[src/rtl/imm_encoder_if.sv]
// imm_encoder_if: word handshake, encoded output and error-count bundle.
// master drives words in; slave is the encoder.
interface imm_encoder_if #(
   parameter int ERR_CNT_W = 8
);
   logic                 in_valid;
   logic                 in_ready;
   logic [31:0]          in_instr;
   logic [31:0]          in_imm;
   logic [1:0]           in_imm_src;
   logic                 out_valid;
   logic                 out_ready;
   logic [31:0]          out_instr;
   logic                 out_err;
   logic [ERR_CNT_W-1:0] err_cnt;
   logic                 err_clr;

   modport master (
      output in_valid, in_instr, in_imm, in_imm_src,
      output out_ready, err_clr,
      input  in_ready, out_valid, out_instr, out_err, err_cnt
   );

   modport slave (
      input  in_valid, in_instr, in_imm, in_imm_src,
      input  out_ready, err_clr,
      output in_ready, out_valid, out_instr, out_err, err_cnt
   );
endinterface

[src/rtl/imm_encoder.sv]
// imm_encoder: scatter an immediate into an I/U/B/J word, flag overflow.
// Define IMM_ROUNDTRIP_CHECK_EN to re-decode stage 2 and cross-check.
module imm_encoder #(
   parameter int ERR_CNT_W = 8
) (
   input logic          clk,
   input logic          rst_n,
   imm_encoder_if.slave bus
);
   typedef enum logic [1:0] {
      FMT_I = 2'b00,
      FMT_U = 2'b01,
      FMT_B = 2'b10,
      FMT_J = 2'b11
   } fmt_t;

   typedef struct packed {
      logic [31:0] instr;
      logic [31:0] imm;
      fmt_t        fmt;
   } s1_t;

   logic                 rdy_en;
   logic                 s1_valid;
   s1_t                  s1;
   logic                 s2_valid;
   logic [31:0]          s2_instr;
   logic                 s2_err;
   logic                 s2_load;
   logic [31:0]          enc;
   logic                 rerr;
   logic [ERR_CNT_W-1:0] cnt;

   assign s2_load      = !s2_valid || bus.out_ready;
   assign bus.in_ready = rdy_en && (!s1_valid || s2_load);

   always_ff @(posedge clk or negedge rst_n) begin
      if (!rst_n) begin
         rdy_en   <= 1'b0;
         s1_valid <= 1'b0;
         s1       <= '0;
      end else begin
         rdy_en <= 1'b1;
         if (bus.in_ready)
            s1_valid <= bus.in_valid;
         if (bus.in_valid && bus.in_ready)
            s1 <= '{bus.in_instr, bus.in_imm,
                    fmt_t'(bus.in_imm_src)};
      end
   end

   always_comb begin
      enc  = s1.instr;
      rerr = 1'b0;
      unique case (s1.fmt)
         FMT_I: begin
            enc[31:20] = s1.imm[11:0];
            rerr = s1.imm[31:11] != {21{s1.imm[11]}};
         end
         FMT_U: begin
            enc[31:12] = s1.imm[31:12];
            rerr = |s1.imm[11:0];
         end
         FMT_B: begin
            enc[31]    = s1.imm[12];
            enc[30:25] = s1.imm[10:5];
            enc[11:8]  = s1.imm[4:1];
            enc[7]     = s1.imm[11];
            rerr = s1.imm[0] ||
                   (s1.imm[31:12] != {20{s1.imm[12]}});
         end
         FMT_J: begin
            enc[31]    = s1.imm[20];
            enc[30:21] = s1.imm[10:1];
            enc[20]    = s1.imm[11];
            enc[19:12] = s1.imm[19:12];
            rerr = s1.imm[0] ||
                   (s1.imm[31:20] != {12{s1.imm[20]}});
         end
      endcase
   end

   always_ff @(posedge clk or negedge rst_n) begin
      if (!rst_n) begin
         s2_valid <= 1'b0;
         s2_instr <= '0;
         s2_err   <= 1'b0;
      end else if (s2_load) begin
         s2_valid <= s1_valid;
         if (s1_valid) begin
            s2_instr <= enc;
            s2_err   <= rerr;
         end
      end
   end

   assign bus.out_valid = s2_valid;
   assign bus.out_instr = s2_instr;

`ifdef IMM_ROUNDTRIP_CHECK_EN
   logic [31:0] s2_imm;
   fmt_t        s2_fmt;
   logic [31:0] dec;

   always_ff @(posedge clk or negedge rst_n) begin
      if (!rst_n) begin
         s2_imm <= '0;
         s2_fmt <= FMT_I;
      end else if (s2_load && s1_valid) begin
         s2_imm <= s1.imm;
         s2_fmt <= s1.fmt;
      end
   end

   // Decode with the core's sign-extension rules
   always_comb begin
      dec = '0;
      unique case (s2_fmt)
         FMT_I: dec = {{20{s2_instr[31]}}, s2_instr[31:20]};
         FMT_U: dec = {s2_instr[31:12], 12'b0};
         FMT_B: dec = {{19{s2_instr[31]}}, s2_instr[31],
                       s2_instr[7], s2_instr[30:25],
                       s2_instr[11:8], 1'b0};
         FMT_J: dec = {{11{s2_instr[31]}}, s2_instr[31],
                       s2_instr[19:12], s2_instr[20],
                       s2_instr[30:21], 1'b0};
      endcase
   end

   assign bus.out_err = s2_err || (dec != s2_imm);
`else
   assign bus.out_err = s2_err;
`endif

   always_ff @(posedge clk or negedge rst_n) begin
      if (!rst_n)
         cnt <= '0;
      else if (bus.err_clr)
         cnt <= '0;
      else if (bus.out_valid && bus.out_ready &&
               bus.out_err && cnt != '1)
         cnt <= cnt + 1'b1;
   end

   assign bus.err_cnt = cnt;
endmodule

[src/flat_wrapper.sv]
// flat-port wrapper written by rule: the top's interface ports become plain ports
module imm_encoder_flat 
#(
   parameter int ERR_CNT_W = 8
)
  (clk, rst_n, bus_in_valid, bus_in_instr, bus_in_imm, bus_in_imm_src, bus_out_ready, bus_err_clr, bus_in_ready, bus_out_valid, bus_out_instr, bus_out_err, bus_err_cnt);
  imm_encoder_if #(.ERR_CNT_W(ERR_CNT_W)) bus_i ();
  input logic clk;
  input logic rst_n;
  input wire logic [$bits(bus_i.in_valid)-1:0] bus_in_valid;
  input wire logic [$bits(bus_i.in_instr)-1:0] bus_in_instr;
  input wire logic [$bits(bus_i.in_imm)-1:0] bus_in_imm;
  input wire logic [$bits(bus_i.in_imm_src)-1:0] bus_in_imm_src;
  input wire logic [$bits(bus_i.out_ready)-1:0] bus_out_ready;
  input wire logic [$bits(bus_i.err_clr)-1:0] bus_err_clr;
  output wire logic [$bits(bus_i.in_ready)-1:0] bus_in_ready;
  output wire logic [$bits(bus_i.out_valid)-1:0] bus_out_valid;
  output wire logic [$bits(bus_i.out_instr)-1:0] bus_out_instr;
  output wire logic [$bits(bus_i.out_err)-1:0] bus_out_err;
  output wire logic [$bits(bus_i.err_cnt)-1:0] bus_err_cnt;
  assign bus_i.in_valid = bus_in_valid;
  assign bus_i.in_instr = bus_in_instr;
  assign bus_i.in_imm = bus_in_imm;
  assign bus_i.in_imm_src = bus_in_imm_src;
  assign bus_i.out_ready = bus_out_ready;
  assign bus_i.err_clr = bus_err_clr;
  assign bus_in_ready = bus_i.in_ready;
  assign bus_out_valid = bus_i.out_valid;
  assign bus_out_instr = bus_i.out_instr;
  assign bus_out_err = bus_i.out_err;
  assign bus_err_cnt = bus_i.err_cnt;
  imm_encoder #(.ERR_CNT_W(ERR_CNT_W)) u_core (.clk(clk), .rst_n(rst_n), .bus(bus_i));
endmodule
[config.mk]
export PLATFORM = sky130hd
export DESIGN_NAME = imm_encoder_flat
export DESIGN_NICKNAME = d
export VERILOG_FILES = /design/src/rtl/imm_encoder_if.sv /design/src/rtl/imm_encoder.sv /design/src/flat_wrapper.sv
export SDC_FILE = /design/constraint.sdc
export NUM_CORES = 1
export LEC_CHECK = 0
export ABC_AREA = 1
export BUFFER_PORTS_ARGS = -buffer_cell sky130_fd_sc_hd__buf_2
export CORE_MARGIN = 2
export CORE_UTILIZATION = 40
export CTS_BUF_LIST = sky130_fd_sc_hd__clkbuf_2 sky130_fd_sc_hd__clkbuf_4 sky130_fd_sc_hd__clkbuf_8
export DETAILED_ROUTE_END_ITERATION = 8
export HOLD_SLACK_MARGIN = 0.03
export PLACE_DENSITY_LB_ADDON = 0.08
export SLEW_MARGIN = 20
export SYNTH_ARGS = -nofsm -noshare
export SYNTH_HDL_FRONTEND = slang
export SYNTH_SLANG_ARGS = --single-unit
[constraint.sdc]
create_clock -name clk -period 2.12 [get_ports clk]
set_input_delay 0.212 -clock clk [delete_from_list [all_inputs] [get_ports clk]]
set_output_delay 0.212 -clock clk [all_outputs]
set_load 0.02 [all_outputs]
==> impl_metrics.tcl, run 1 <==
set metrics [dict create \
    worstPathArrival_ns 1.97 \
    wl_met2_um 5170 \
    rows 39 \
    slowest_stage "dfrtp_1" \
    finClkSkew_ns 0.00640 \
    crit_type "reg -> reg" \
    grt.total_usage_pct 18.7 \
    grt_pass1_vias 3729 \
    cts_made_buffers 9 \
    cts_post_setup_buffers_inserted 0 \
    placed_cells 734 \
    synthFlopType "dfrtp_1" \
    status "finished clean" \
    net-switching-power_w 0.00207 \
    synth_top_area_cell "dfrtp_1" \
    final_nets 692 \
    antenna_found_initial 1 \
    fillers 1130 \
    ys.warnings.count 0 \
    p_int_w 0.00377 \
    start_kind "flip-flop" \
    start_util_pct 41.1 \
    syn2layout_area_growth_pct 22.9 \
    die-area_mm2 0.0126 \
    critical_path.max_fanout 75 \
    max_cap_violations 0 \
    coreArea_mm2 0.0114 \
    io_pins 114 \
    cts_max_path_buffers 2 \
    ys_ff_latch 103 \
    final_core_util_pct 50.5 \
    cts.clk_slew.worst_paths_ns 0.10 \
    met1_length_um 5390 \
    layout-drive-gt1-share_pct 23.9 \
    globalRoute.totalOverflow 0 \
    routedWlPerCell_um 14.6 \
    crit_buf_inv 3 \
    syn_avg_cell_area_um2 9.36 \
    crit_chain "inv_1 > nor2_1 > nand2_1 > nand2_1 > inv_2 > nand2_4 > buf_12 > mux2_1" \
    ir_worst_vdd_mv 0.576 \
    htree_levels 3 \
    p_leak_nw 2.81 \
    port_buffers 106 \
    slew_viol_final 0 \
    ys_types 35 \
    syn_area_mm2 0.00469 \
    drtPass1Iterations 4 \
    grt_pass1_wl_um 18700 \
    synth_nets 573 \
    post-synth-top-count-cell "dfrtp_1" \
    dr_wl_met3_um 513 \
    hold_buffers 18 \
    routabilityCongestion 0.827 \
    clk_latency_ns 0.37 \
    cts_tree "yes" \
    synth_common_cells "dfrtp_1, nand2_1, nor2_1" \
    p_seq_share_pct 47.7 \
    cp_common_cell "nand2_1" \
    vias 3795 \
    setup_tns_ns 0 \
    synth_top_area_share_pct 55.0 \
    hold_viol_final 0 \
    critPathMaxStageDelay_ns 0.38 \
    die_w_um 112 \
    final_cell_count_no_fill 767 \
    finalSetupViolations 0 \
    sw_frac_of_total_pct 35.4 \
    fin_crit_sh_pct 80.2 \
    p_per_area_mw_per_mm2 1010 \
    dr.first_iter.drc_count 223 \
    clkPwrFrac_pct 23.7 \
    die_h_um 112 \
    synthCells 501 \
    grt_setup_unrepaired "no" \
    synth_area_leaders "dfrtp_1, mux2_1, nand2_1, nor2_1, o21ai_1" \
    tightest_slew_ns 0.660 \
    detail-route-antenna-nets 0 \
    endpoint_kind "flip-flop" \
    timing.hold.ws_ns 0.0435 \
    dp_hpwl_um 7930 \
    hold_class "in -> reg" \
    cts_resized 0 \
    cts_sinks 103 \
    crit_family "buffers and inverters" \
    slew_headroom_pct 56.0 \
    synth-edff-count 0 \
    power_frac_comb_pct 28.6 \
    maxUsedRoutingLayer "met4" \
    fmax_mhz 588 \
    ctsRootBufferMaster "clkbuf_8" \
    min_period_ns 1.70 \
    drc_errors 0 \
    routed_wl_um 11200 \
    required_ns 2.39 \
    vias_per_cell 4.95 \
    ys_seq_area_share_pct 55.0 \
    grt_max_degree 76 \
    async_flop_share_pct 100 \
]
[worst register-to-register path, stage by stage (launching register included)]
cell	delay (ns)
dfrtp_1	0.38
inv_1	0.06
nor2_1	0.15
nand2_1	0.08
nand2_1	0.08
inv_2	0.06
nand2_4	0.06
buf_12	0.29
mux2_1	0.44
[final timing paths]
| path | slack (ns) | cells after the start | end | from |
|---|---|---|---|---|
| min reg2reg | 0.49 | 2 | u_core.bus.out_instr[5] | u_core.bus.out_instr[5] |
| min | 0.04 | 2 | u_core.s1[44] | bus_in_instr[10] |
| max in group asynchronous | 1.06 | 3 | u_core.bus.out_instr[27] | rst_n |
| max reg2reg | 0.42 | 8 | u_core.s1[14] | u_core.bus.out_valid |
| max | 0.42 | 8 | u_core.s1[14] | u_core.bus.out_valid |
| min in group asynchronous | 0.35 | 2 | u_core.s1[50] | rst_n |
[power by group through the flow]
| stage | Clock, W | Sequential, W | Combinational (W) |
|---|---|---|---|
| final | 0.00138 | 0.00279 | 0.00167 |
| after global routing | 0.00150 | 0.00285 | 0.00187 |
| after CTS | 0.00143 | 0.00279 | 0.00170 |
| after detailed placement | 0 | 0.00282 | 0.00167 |
| after global placement | 0 | 0.00281 | 0.00164 |
| after floorplan | 0 | 0.00305 | 0.000799 |
[per-layer routing]
layer | GRT usage [%] | vias to the layer above
met3 | 3.35 | 11
met1 | 26.1 | 1807
met2 | 29.3 | 87
met5 | 0 | -
li1 | - | 1890
met4 | 6.91 | 0
[stage by stage]
step	cell area (um2)	total power [W]	setup slack (ns)
4_1_cts	5760	0.00591	0.392
3_5_place_dp	5360	0.00449	0.411
5_1_grt	5760	0.00623	0.230
2_1_floorplan	4690	0.00385	0.422
6_report	5760	0.00584	0.420
3_3_place_gp	5360	0.00445	0.443
[final cells by class]
type / instances / area (um2) / share of cell area (%)
inverter: 39 / 173 / 3.00
tap: 143 / 179 / 3.11
multi-input combinational: 337 / 1830 / 31.7
clock buffer: 11 / 151 / 2.63
clock inverter: 3 / 67.6 / 1.17
timing repair buffer: 130 / 783 / 13.6
antenna: 1 / 2.50 / 0.0434
sequential: 103 / 2580 / 44.7
[state kept, by name, summed over array words and instances, names as in the netlist]
signal,flops
u_core.s1,52
u_core.bus.out_instr,32
u_core.bus.err_cnt,8
u_core.enc,7
u_core.bus.out_err,1
u_core.bus.out_valid,1
u_core.rdy_en,1
u_core.s1_valid,1
[kinds of logic (layout without fill, tap and decap cells)]
logic type                 after synthesis  in the layout  synth area share (%)
AOI/OAI and AO/OA                       97             97                  11.6
xor gates and xnor gates                 2              2                 0.374
DFF                                    103            103                  55.0
and+or+nand+nor                        198            198                  17.4
other                                    1              2                0.0800
buffers and inverters                   61            183                  6.19
muxes                                   38             38                  9.13
adders and majority gates                1              1                 0.267
[cells in the final DEF, fill, tap and decap left out, types with 2 or more instances in the layout]
cell | netlist | layout
a21oi_1 | 33 | 33
a31oi_1 | 8 | 8
buf_12 | 0 | 2
buf_2 | 10 | 105
buf_4 | 6 | 5
bufinv_16 | 1 | 3
clkbuf_8 | 0 | 11
dfrtp_1 | 103 | 103
dlygate4sd3_1 | 0 | 18
inv_1 | 32 | 32
inv_2 | 6 | 6
mux2_1 | 38 | 38
nand2_1 | 86 | 86
nand2_2 | 5 | 4
nand3_1 | 13 | 13
nand4_1 | 5 | 5
nor2_1 | 78 | 77
nor2_2 | 2 | 3
nor3_1 | 4 | 4
o21ai_0 | 8 | 8
o21ai_1 | 38 | 38
o21ai_2 | 4 | 4
xor2_1 | 2 | 2
Note: power is estimated with default switching activity, not from simulation.
==> inputs of run 2 (changes only) <==
--- a/config.mk
+++ b/config.mk
@@ -5,7 +5,7 @@
 export SDC_FILE = /design/constraint.sdc
 export NUM_CORES = 1
 export LEC_CHECK = 0
-export ABC_AREA = 1
+export ABC_AREA = 0
 export BUFFER_PORTS_ARGS = -buffer_cell sky130_fd_sc_hd__buf_2
 export CORE_MARGIN = 2
 export CORE_UTILIZATION = 40
==> constraint.sdc (replaced) <==
create_clock -name clk -period 1.59 [get_ports clk]
set_input_delay 0.159 -clock clk [delete_from_list [all_inputs] [get_ports clk]]
set_output_delay 0.159 -clock clk [all_outputs]
set_load 0.02 [all_outputs]
==> run 2 against run 1 <==
  * The flow now finishes with violations (negative setup slack)
  * Non-clock buffer count up 82
  * Wire length down 0.93%
  * Clock skew up 0.0054 ns
  * Synthesized cell count down 27%
  * Cell area up 13%
  * Utilization up 8.6 points
  * Worst setup slack worse by 0.47 ns
==> impl_metrics.tcl, run 2 <==
set metrics [dict create \
    fin_crit_sh_pct 103 \
    dr.first_iter.drc_count 157 \
    synthFlopType "dfrtp_1" \
    final_common_cell "buf_2" \
    syn_area_mm2 0.00455 \
    finalSetupViolations 1 \
    syn2layout_area_growth_pct 42.6 \
    vias 3486 \
    io_pins 114 \
    net-switching-power_w 0.00274 \
    reg2reg_to "u_core.bus.out_err" \
    grt_setup_unrepaired "yes" \
    layout-drive-gt1-share_pct 45.1 \
    p_seq_share_pct 44.2 \
    p_int_w 0.00569 \
    detail-route-antenna-nets 0 \
    crit_end "u_core.bus.out_err" \
    grt_pass1_wl_um 18200 \
    timing.hold.ws_ns 0.212 \
    synthCells 367 \
    dp_hpwl_um 7730 \
    ys.warnings.count 0 \
    final_nets 639 \
    ys_types 40 \
    cts_sinks 103 \
    start_util_pct 41.4 \
    fmax_mhz 611 \
    synth_area_leaders "dfrtp_1, mux2_2, mux2i_1, nand2_1, o21ai_0" \
    die_w_um 111 \
    synth_top_area_cell "dfrtp_1" \
    endpoint_kind "flip-flop" \
    largest_reg_flops 52 \
    ys_seq_area_share_pct 56.6 \
    hold_class "in -> reg" \
    antenna_found_initial 0 \
    p_leak_nw 3.01 \
    sw_frac_of_total_pct 32.5 \
    async_flop_share_pct 100 \
    layout_common_cells "buf_2, dfrtp_1, mux2_2, dlygate4sd3_1, buf_4" \
    hold_viol_final 0 \
    max_cap_violations 0 \
    cts_max_path_buffers 2 \
    grt_max_degree 42 \
    routedWlPerCell_um 15.6 \
    post-synth-top-count-cell "dfrtp_1" \
    drc_errors 0 \
    routabilityCongestion 0.806 \
    fillers 917 \
    synth_common_cells "dfrtp_1, mux2_2, nand2_1" \
    r2r-start "u_core.s1[17]" \
    die-area_mm2 0.0122 \
    multi_input_area_mm2 0.00191 \
    min_period_ns 1.64 \
    die_h_um 111 \
    finClkSkew_ns 0.0118 \
    ctsRootBufferMaster "clkbuf_8" \
    routed_wl_um 11100 \
    ys_ff_latch 103 \
    cts_made_buffers 9 \
    grt.total_usage_pct 18.8 \
    slew_viol_final 0 \
    rows 38 \
    seqCellArea_mm2 0.00258 \
    cts_tree "yes" \
    start_kind "flip-flop" \
    synth-edff-count 0 \
    crit_type "reg -> reg" \
    critical_path.max_fanout 2 \
    vias_per_cell 4.90 \
    synth_top_area_share_pct 56.6 \
    required_ns 1.85 \
    status "complete, but fails checks" \
    final_core_util_pct 59.1 \
    crit_start "u_core.s1[17]" \
    clkPwrFrac_pct 23.1 \
    power_frac_comb_pct 32.7 \
    violations "negative setup slack" \
    antenna_cells 0 \
    reg2reg_depth 5 \
    coreArea_mm2 0.0110 \
    cts.clk_slew.worst_paths_ns 0.09 \
    drtPass1Iterations 4 \
    globalRoute.totalOverflow 0 \
    worst_slack_ns -0.0458 \
    synth_nets 439 \
    ir_worst_vdd_mv 0.894 \
    worstPathArrival_ns 1.89 \
    port_buffers 106 \
    p_per_area_mw_per_mm2 1300 \
    grt_pass1_vias 3677 \
    syn_avg_cell_area_um2 12.4 \
    largest_register "u_core.s1" \
    htree_levels 3 \
    clk_latency_ns 0.38 \
    r2r_setup_slack_ns -0.05 \
]
==> run 2: changes by cell type after synthesis, sizes merged, moves of 6 or more <==
cell   before  now
nand2      91   39
mux2i       0   24
mux2       38   72
nor2       81   13
nand3      13    6
a21oi      34    5
inv        38    3
o21ai      50   29
a31oi       8    2
==> run 2: cells by family after synthesis <==
| kind of cell | count (synthesis) | synth area share, % |
|---|---|---|
| xor gates and xnor gates | 6 | 1.15 |
| and+or+nand+nor | 85 | 8.88 |
| other | 1 | 0.0824 |
| AOI/OAI and AO/OA | 47 | 6.24 |
| buffers and inverters | 26 | 2.64 |
| DFF | 103 | 56.6 |
| adders and majority gates | 1 | 0.275 |
| muxes | 98 | 24.1 |
==> run 2: repair_timing <==
item                                    CTS  global route
hold buffers                             61             0
resized for setup                         0            11
endpoints found under the setup margin    1            18
buffers inserted                          0             1
endpoints found under the hold margin    91             0
pin swaps                                 0             3
gates cloned                              0             1
==> run 2: layout make-up <==
| cell class | count | area share [%] |
|---|---|---|
| clock buffers | 14 | 2.87 |
| inverters | 3 | 0.173 |
| clock inverters | 2 | 0.925 |
| flip-flops and latches | 103 | 39.7 |
| repair buffers | 212 | 24.1 |
| well taps | 140 | 2.70 |
| multi-input cells | 238 | 29.5 |
==> run 2: stage by stage <==
step                      cell area (um2)  worst slack, ns  setup TNS (ns)  total power (W)  cells
after global placement               5550          -0.0478         -0.0478          0.00633    633
after floorplan                      4560          -0.0376           -2.21          0.00528    367
after CTS                            6400          -0.0524         -0.0524          0.00850    710
final                                6490          -0.0458         -0.0458          0.00843    712
after detailed placement             5550          -0.0403         -0.0403          0.00641    633
after global routing                 6490           -0.107          -0.171          0.00893    712
==> run 2: worst max-delay path, stage by stage (launching register included) <==
cell	delay (ns)
dfrtp_1	0.39
or4_4	0.55
nor3_2	0.15
a21oi_1	0.05
o311ai_1	0.27
a31oi_1	0.11
==> run 2: how the worst min path moves through the flow <==
stage / startpoint / end / slack (ns) / cells after the start
finish: bus_out_ready / u_core.bus.out_valid / 0.21 / 4
global route: bus_out_ready / u_core.bus.out_valid / 0.21 / 4
CTS: bus_out_ready / u_core.bus.out_valid / 0.19 / 4
detailed placement: rst_n / u_core.bus.err_cnt[4] / 0.14 / 1
global placement: rst_n / u_core.bus.err_cnt[4] / 0.13 / 1
floorplan: rst_n / u_core.bus.err_cnt[0] / -0.14 / 0
==> run 2: power by group through the flow <==
stage / logic [W] / clock network, W / registers (W)
final: 0.00275 / 0.00195 / 0.00373
after global routing: 0.00299 / 0.00213 / 0.00382
after detailed placement: 0.00263 / 0 / 0.00378
after global placement: 0.00259 / 0 / 0.00374
after floorplan: 0.00112 / 0 / 0.00416
after CTS: 0.00275 / 0.00202 / 0.00373
==> run 2: per-layer routing <==
layer / vias up / GRT usage [%] / part of all wire, %
li1: 1708 / - / -
met1: 1684 / 24.0 / 46
met2: 83 / 31.8 / 49
met3: 11 / 4.76 / 4.1
met4: 0 / 5.08 / 1.2
met5: - / 0 / 0
